$ cat src/rtl/drf_gpio_ports.sv
// Memory-mapped GPIO block: PORT_COUNT ports, each with an output latch, direction
// register, input synchronizer and sticky rising-edge flags feeding one IRQ line.
module drf_gpio_ports #(
  parameter int unsigned DATA_WIDTH  = 8,
  parameter int unsigned PORT_COUNT  = 4,
  parameter int unsigned PORT_WIDTH  = 4,
  parameter int unsigned SYNC_STAGES = 2,
  parameter int unsigned ADDR_WIDTH  = 4
) (
  input  logic                             clk,
  input  logic                             rst,
  input  logic [ADDR_WIDTH-1:0]            in_addr,
  input  logic [DATA_WIDTH-1:0]            in_data,
  input  logic                             in_write_en,
  input  logic                             in_read_en,
  output logic [DATA_WIDTH-1:0]            out_data,
  output logic                             out_read_valid,
  input  logic [PORT_COUNT*PORT_WIDTH-1:0] in_port,
  output logic [PORT_COUNT*PORT_WIDTH-1:0] out_port,
  output logic [PORT_COUNT*PORT_WIDTH-1:0] out_port_oe,
  output logic                             out_irq
);

  localparam int unsigned PIN_COUNT = PORT_COUNT * PORT_WIDTH;
  localparam int unsigned REG_COUNT = PORT_COUNT * 4;
  localparam int unsigned IDX_WIDTH = ADDR_WIDTH - 2;
  localparam int unsigned ARM_WIDTH = $clog2(SYNC_STAGES + 2);
  localparam int unsigned ARM_DONE  = SYNC_STAGES + 1;

  logic [PIN_COUNT-1:0]  sync_q [SYNC_STAGES];
  logic [PIN_COUNT-1:0]  delay_q;
  logic [PIN_COUNT-1:0]  flags_q;
  logic [PORT_COUNT-1:0] irq_en_q;
  logic [ARM_WIDTH-1:0]  arm_cnt_q;

  logic                  armed_c;
  logic                  addr_hit_c;
  logic [IDX_WIDTH-1:0]  port_sel_c;
  logic [1:0]            reg_sel_c;
  logic [PORT_COUNT-1:0] wr_out_c;
  logic [PORT_COUNT-1:0] wr_dir_c;
  logic [PORT_COUNT-1:0] wr_flg_c;
  logic [PIN_COUNT-1:0]  clr_c;
  logic [PIN_COUNT-1:0]  rise_c;
  logic [PIN_COUNT-1:0]  ie_mask_c;
  logic [DATA_WIDTH-1:0] rdata_c;
  logic                  ie_wdata_c;
  logic                  unused_data_c;

  assign port_sel_c    = in_addr[ADDR_WIDTH-1:2];
  assign reg_sel_c     = in_addr[1:0];
  assign addr_hit_c    = 32'(in_addr) < REG_COUNT;
  assign armed_c       = arm_cnt_q == ARM_WIDTH'(ARM_DONE);
  assign rise_c        = sync_q[SYNC_STAGES-1] & ~delay_q & {PIN_COUNT{armed_c}};
  assign unused_data_c = ^in_data;

  // IRQ enable lives just above the pin bits, only when the bus has room for it
  if (PORT_WIDTH < DATA_WIDTH) begin : g_ie
    assign ie_wdata_c = in_data[PORT_WIDTH];
  end else begin : g_no_ie
    assign ie_wdata_c = 1'b0;
  end

  // Address decode: write strobes, W1C mask, IRQ mask and read mux
  always_comb begin
    wr_out_c  = '0;
    wr_dir_c  = '0;
    wr_flg_c  = '0;
    clr_c     = '0;
    ie_mask_c = '0;
    rdata_c   = '0;
    for (int p = 0; p < int'(PORT_COUNT); p++) begin
      ie_mask_c[p*PORT_WIDTH +: PORT_WIDTH] = {PORT_WIDTH{irq_en_q[p]}};
      if (addr_hit_c && (32'(port_sel_c) == 32'(p))) begin
        if (in_write_en) begin
          case (reg_sel_c)
            2'd0:    wr_out_c[p] = 1'b1;
            2'd1:    wr_dir_c[p] = 1'b1;
            2'd3:    wr_flg_c[p] = 1'b1;
            default: ;
          endcase
        end
        if (wr_flg_c[p]) clr_c[p*PORT_WIDTH +: PORT_WIDTH] = in_data[PORT_WIDTH-1:0];
        case (reg_sel_c)
          2'd0: rdata_c = DATA_WIDTH'(out_port[p*PORT_WIDTH +: PORT_WIDTH]);
          2'd1: rdata_c = DATA_WIDTH'(out_port_oe[p*PORT_WIDTH +: PORT_WIDTH]);
          2'd2: rdata_c = DATA_WIDTH'(sync_q[SYNC_STAGES-1][p*PORT_WIDTH +: PORT_WIDTH]);
          default: rdata_c = DATA_WIDTH'(flags_q[p*PORT_WIDTH +: PORT_WIDTH])
                           | (DATA_WIDTH'(irq_en_q[p]) << PORT_WIDTH);
        endcase
      end
    end
  end

  // Input synchronizer, edge-delay register and post-reset arming counter
  always_ff @(posedge clk or posedge rst) begin
    if (rst) begin
      for (int i = 0; i < int'(SYNC_STAGES); i++) sync_q[i] <= '0;
      delay_q   <= '0;
      arm_cnt_q <= '0;
    end else begin
      sync_q[0] <= in_port;
      for (int i = 1; i < int'(SYNC_STAGES); i++) sync_q[i] <= sync_q[i-1];
      delay_q <= sync_q[SYNC_STAGES-1];
      if (!armed_c) arm_cnt_q <= arm_cnt_q + ARM_WIDTH'(1);
    end
  end

  // Sticky flags (a new edge beats a same-cycle clear) and registered IRQ
  always_ff @(posedge clk or posedge rst) begin
    if (rst) begin
      flags_q <= '0;
      out_irq <= 1'b0;
    end else begin
      flags_q <= (flags_q & ~clr_c) | rise_c;
      out_irq <= |(flags_q & ie_mask_c);
    end
  end

  // Port registers
  always_ff @(posedge clk or posedge rst) begin
    if (rst) begin
      out_port    <= '0;
      out_port_oe <= '0;
      irq_en_q    <= '0;
    end else begin
      for (int p = 0; p < int'(PORT_COUNT); p++) begin
        if (wr_out_c[p]) out_port[p*PORT_WIDTH +: PORT_WIDTH] <= in_data[PORT_WIDTH-1:0];
        if (wr_dir_c[p]) out_port_oe[p*PORT_WIDTH +: PORT_WIDTH] <= in_data[PORT_WIDTH-1:0];
        if (wr_flg_c[p]) irq_en_q[p] <= ie_wdata_c;
      end
    end
  end

  // Read port: data holds between reads, valid pulses per sampled read
  always_ff @(posedge clk or posedge rst) begin
    if (rst) begin
      out_data       <= '0;
      out_read_valid <= 1'b0;
    end else begin
      out_read_valid <= in_read_en;
      if (in_read_en) out_data <= rdata_c;
    end
  end

endmodule

$ cat config.mk
export PLATFORM = sky130hd
export DESIGN_NAME = drf_gpio_ports
export DESIGN_NICKNAME = d
export VERILOG_FILES = /design/src/rtl/drf_gpio_ports.sv
export SDC_FILE = /design/constraint.sdc
export NUM_CORES = 1
export LEC_CHECK = 0
export CORE_ASPECT_RATIO = 1.5
export CORE_MARGIN = 3
export CORE_UTILIZATION = 40
export CTS_CLUSTER_SIZE = 16
export DETAILED_ROUTE_END_ITERATION = 10
export HOLD_SLACK_MARGIN = 0.15
export PLACE_DENSITY = 0.67
export RECOVER_POWER = 100
export SKIP_LAST_GASP = 1
export SLEW_MARGIN = 10
export SYNTH_ARGS = -nofsm -noshare
export SYNTH_HDL_FRONTEND = slang
export SYNTH_SLANG_ARGS = --single-unit
$ cat constraint.sdc
create_clock -name clk -period 4.5 [get_ports clk]
set_input_delay 0.9 -clock clk [delete_from_list [all_inputs] [get_ports clk]]
set_output_delay 0.9 -clock clk [all_outputs]
set_load 0.05 [all_outputs]
== Word-level counts from Yosys, hierarchy flattened ==
Cells that the tools add are included.

* Multiplexer cells: 38
* Reductions and logical operators: 3
* Add/sub/neg operators: 1
* Eq/ne operators: 7
* Bitwise gates (word level): 11

{| class="wikitable"
|+ Operators with widths
! kind !! number
|-
| $and 16x16->16 || 4
|-
| $pmux 5 s3 || 4
|-
| $mux 4 || 8
|-
| $mux 8 || 4
|-
| $not 16->16 || 2
|-
| $mux 1 || 22
|-
| $or 4x5->5 || 4
|-
| $or 16x16->16 || 1
|-
| $reduce_or 16->1 || 1
|-
| $eq 2x2->1 const B || 5
|-
| $eq 2x1->1 const B || 2
|-
| $logic_not 2->1 || 2
|-
| $add 2x1->2 const B || 1
|}

* Register bits: 112
* Output and inout bits: 42
* Bits of input ports: 32
* Logic and storage cells: 80

== Logic depth before layout (Yosys ltp) ==
* Word-level depth: 9
* Mapped depth: 5
* Mapped depth without buffers: 4

== Worst setup path before layout ==
OpenSTA, ideal clock, no wires.

* Kind: input to register
* From: input in_addr[2]
* To: register out_data[1]
* Arrival: 1.815 ns
* Cell stages on the path: 4
* Buffers on the path: 1
* Setup time: 0.136 ns
* Required time: 4.364 ns
* Setup slack: 2.549 ns
* Cells stage by stage: buf_6 mux4_2 a211oi_1 a211oi_1

* Word-level cells in the longest chain between the ends: 5
* Elaborated cells between the ends (all ways): 8
* Those cells by class: eq/ne (3); mux (4); reduce/logical (1)

{| class="wikitable"
|+ RTL lines
! what !! RTL line !! source
|-
| start, declared || 12 || <nowiki>input logic [ADDR_WIDTH-1:0] in_addr,</nowiki>
|-
| $logic_not 2->1 || 74 || <nowiki>if (addr_hit_c && (32'(port_sel_c) == 32'(p))) begin</nowiki>
|-
| $mux 8 (3 in series) || 74 ||
|-
| $mux 8 * || 74 ||
|-
| end signal, assigned || 142 || <nowiki>if (in_read_en) out_data <= rdata_c;</nowiki>
|-
| end, declared || 16 || <nowiki>output logic [DATA_WIDTH-1:0] out_data,</nowiki>
|}

Every way passes the cells marked *; elsewhere a longest branch is shown, timed or not.
A chain may end at the register's enable or synchronous reset.

== Final worst setup path ==
* From: input in_addr[2]
* To: register out_data[3]

The elaborated chain is that of the path after synthesis.

==> impl_metrics.tcl <==
set metrics [dict create \
    run_status "finished with violations" \
    failed_checks "max-capacitance violations, max-slew violations" \
    cts-root-to-sink-buffers 2 \
    clock_latency_ps 350 \
    critical_path_peak_fanout 13 \
    gp_congestion 0.8586 \
    yosysSeqAreaShare 0.6448 \
    ctsHoldBuffers 0 \
    clk_transition_reported_paths_ps 70 \
    drtAntennaViolNets 0 \
    relSlewSlack -0.4054 \
    syn-mean-instance-area_um2 15.05 \
    htree_levels 3 \
    crit_family "buffers and inverters" \
    finalHoldViolations 0 \
    comb_power_share 0.246 \
    r2r_endpoint "out_data[3]$_DFFE_PP0P_" \
    yosysUniqueCellTypes 32 \
    post-synth-top-count-cell "sky130_fd_sc_hd__dfrtp_1" \
    place_hpwl_mm 6.306 \
    synth.cell_area_mm2 0.004230 \
    critical_path.cell_chain "dlygate4sd3_1 -> clkbuf_1 -> mux4_1 -> mux2i_1 -> a211oi_1" \
    global_route_total_usage_across_every_layer 0.1592 \
    power.leakage_nw 2.219 \
    postSynth.topFlopCell "sky130_fd_sc_hd__dfrtp_1" \
    cap_violations 1 \
    powerDensity_mw_per_mm2 481.7 \
    avgRoutedWirePerCell_um 17.47 \
    layout.cells.non_filler 501 \
    drc_errors 0 \
    startpoint "in_addr[2]" \
    clock_sinks 109 \
    wl_met3_um 345 \
    num_rows 45 \
    die_w_um 89.97 \
    layout-drive-gt1-share 0.09167 \
    cp_num_cells 5 \
    grt_first_pass_wirelength_mm 14.50 \
    timing.final.crit_period_ps 3283 \
    floorplan.die_area_mm2 0.01187 \
    synth.top_cell.area_share 0.6448 \
    buffer_ports.inserted 67 \
    critPathSlowestCell "sky130_fd_sc_hd__dlygate4sd3_1" \
    first_pass_iteration_count_of_the_detailed_router 4 \
    synth_cells 281 \
    post-cts-setup-buffer-count 0 \
    synth_largest_area_cell "sky130_fd_sc_hd__dfrtp_1" \
    ys_ff_latch 109 \
    cts_tree "done" \
    p_switching_mw 0.8459 \
    number_of_flops_mapped_to_enable_cells_by_yosys 0 \
    antenna_cells 0 \
    gates_resized_cts_repair 0 \
    finalMaxSlewViolations 50 \
    worst_ir_drop_vdd_v 0.0003112 \
    max_clock_freq_ghz 0.3046 \
    numCtsBuffers 9 \
    netlist_top_cells_count "109 x sky130_fd_sc_hd__dfrtp_1, 35 x sky130_fd_sc_hd__mux2_1, 34 x sky130_fd_sc_hd__o21ai_1, 24 x sky130_fd_sc_hd__nand2_1, 11 x sky130_fd_sc_hd__mux4_2" \
    grt_pass1_vias 2688 \
    antenna_violations_before_repair 0 \
    period_share 0.7295 \
    setup_viol 0 \
    timing.setup.tns_ps 0 \
    setup.worst_path.class "in -> reg" \
    async_reset_ff_frac 1.000 \
    die_h_um 132.0 \
    portion_of_total_power_attributed_to_sequential_cells 0.456 \
    worst_r2r_path_depth 4 \
    fin_area_mm2 0.005301 \
    synth.top_cells.by_area "sky130_fd_sc_hd__dfrtp_1 64%, sky130_fd_sc_hd__mux2_1 9.3%, sky130_fd_sc_hd__mux4_2 5.9%, sky130_fd_sc_hd__o21ai_1 4.0%, sky130_fd_sc_hd__mux4_1 3.7%" \
    grt_setup_unrepaired "no" \
    worst-endpoint-arrival_ps 3510 \
    maxUsedRoutingLayer "met4" \
    core_area_mm2 0.01025 \
    final_nets 388 \
    drt-initial-drc-count 120 \
    grt-ovfl-total 0 \
    worst_setup_sp_type "input pin" \
    worst-endpoint-required_ps 4720 \
    reg2reg_setup_slack_ps 3000 \
    start_util 0.4128 \
    routed-wl-met2_mm 4.430 \
    max_slew.worst_pin.slew_ps 2097 \
    grt_max_degree 50 \
    cp-endpoint "out_data[3]$_DFFE_PP0P_" \
    drt_wl_total_mm 8.754 \
    timing.critical_path.to_type "flop" \
    r2r_start "out_port_oe[7]$_DFFE_PP0P_" \
    met1_length_mm 3.619 \
    route.detailed.vias_per_inst 5.014 \
    worst_path_largest_cell_delay_ps 1010 \
    worst_case_clock_skew_ps 6.197 \
    route.vias.total 2512 \
    internal_power_mw 1.708 \
    ys.warnings.count 0 \
    placedInstanceArea_mm2 0.005041 \
    cp.buffers_inverters 2 \
    min-delay-path-class "reg -> reg" \
    power.switching_fraction 0.3312 \
    growth_of_design_area_from_synthesis_to_finish_pct 25.32 \
    clock_power_share 0.298 \
    pin_count 74 \
    cts_root_buffer "sky130_fd_sc_hd__clkbuf_16" \
    number_of_placed_instances_taps_included 485 \
]
worst min-delay path by stage:
stage / from / end / slack, ps / cells past startpoint
2_1_floorplan: sync_q[16]$_DFF_PP0_ / sync_q[0]$_DFF_PP0_ / 330 / 0
3_3_place_gp: sync_q[17]$_DFF_PP0_ / sync_q[1]$_DFF_PP0_ / 330 / 0
3_5_place_dp: sync_q[27]$_DFF_PP0_ / sync_q[11]$_DFF_PP0_ / 330 / 0
4_1_cts: sync_q[22]$_DFF_PP0_ / sync_q[6]$_DFF_PP0_ / 350 / 0
5_1_grt: sync_q[25]$_DFF_PP0_ / sync_q[9]$_DFF_PP0_ / 360 / 0
6_report: sync_q[23]$_DFF_PP0_ / sync_q[7]$_DFF_PP0_ / 350 / 0
placed cells by master (no fill, tap or decap), drive strengths merged, types with 3 or more instances in the layout:
cell / instances
a211oi: 8
mux2: 36
nor2: 11
dlygate4sd3: 60
inv: 4
dfrtp: 109
o21ai: 34
clkbuf: 13
mux4: 17
conb: 3
o41ai: 4
mux2i: 4
nand2: 24
nand2b: 5
clkdlybuf4s50: 7
nor2b: 6
metal layers:
layer / up-vias / global-route usage
li1: 1165 / -
met1: 1264 / 0.1936
met2: 61 / 0.2605
met3: 22 / 0.03598
met4: 0 / 0.09284
met5: - / 0
power groups by stage:
| stage | registers [mW] | clock network, mW | logic, mW |
|---|---|---|---|
| 6_report | 1.17 | 0.761 | 0.627 |
| 4_1_cts | 1.17 | 0.790 | 0.671 |
| 2_1_floorplan | 1.44 | 0 | 0.168 |
| 3_5_place_dp | 1.19 | 0 | 0.669 |
| 5_1_grt | 1.18 | 0.827 | 0.661 |
| 3_3_place_gp | 1.18 | 0 | 0.664 |
final cells by class:
| type | count | area, um2 |
|---|---|---|
| clock buffer | 10 | 239.0 |
| sequential | 109 | 2728 |
| fill | 909 | 4946 |
| clock inverter | 6 | 53.80 |
| multi-input combinational | 162 | 1404 |
| inverter | 2 | 8.758 |
| tap | 141 | 176.4 |
| timing repair buffer | 71 | 691.9 |
cell families after synthesis:
group | synth area share
compound gates | 0.06270
xor+xnor | 0.002071
fa+ha+maj | 0.002957
buf+inv | 0.01981
flops | 0.6448
mux | 0.2011
other cells | 0.0008865
simple gates | 0.06566
registers in the layout, summed over array words and instances, names as in the netlist:
signal,flops
sync_q,32
delay_q,16
flags_q,16
out_port,16
out_port_oe,16
out_data,5
irq_en_q,4
arm_cnt_q,2
out_irq,1
out_read_valid,1
worst reg2reg max path, stage by stage (launching register included):
cell,delay (ps)
sky130_fd_sc_hd__dfrtp_1,400
sky130_fd_sc_hd__mux4_1,520
sky130_fd_sc_hd__nor2b_1,150
sky130_fd_sc_hd__a211oi_1,240
sky130_fd_sc_hd__a211oi_1,80
stage by stage:
stage	hold WS, ps	util	setup WS (ps)	total power, mW
3_3_place_gp	332.2	0.4919	1239	1.846
6_report	347.6	0.5173	1217	2.554
3_5_place_dp	334.7	0.4919	1221	1.858
5_1_grt	355.2	0.5173	826.3	2.668
4_1_cts	351.0	0.5205	1609	2.631
2_1_floorplan	331.2	-	726.1	1.603
(Power assumes the default switching activity.)
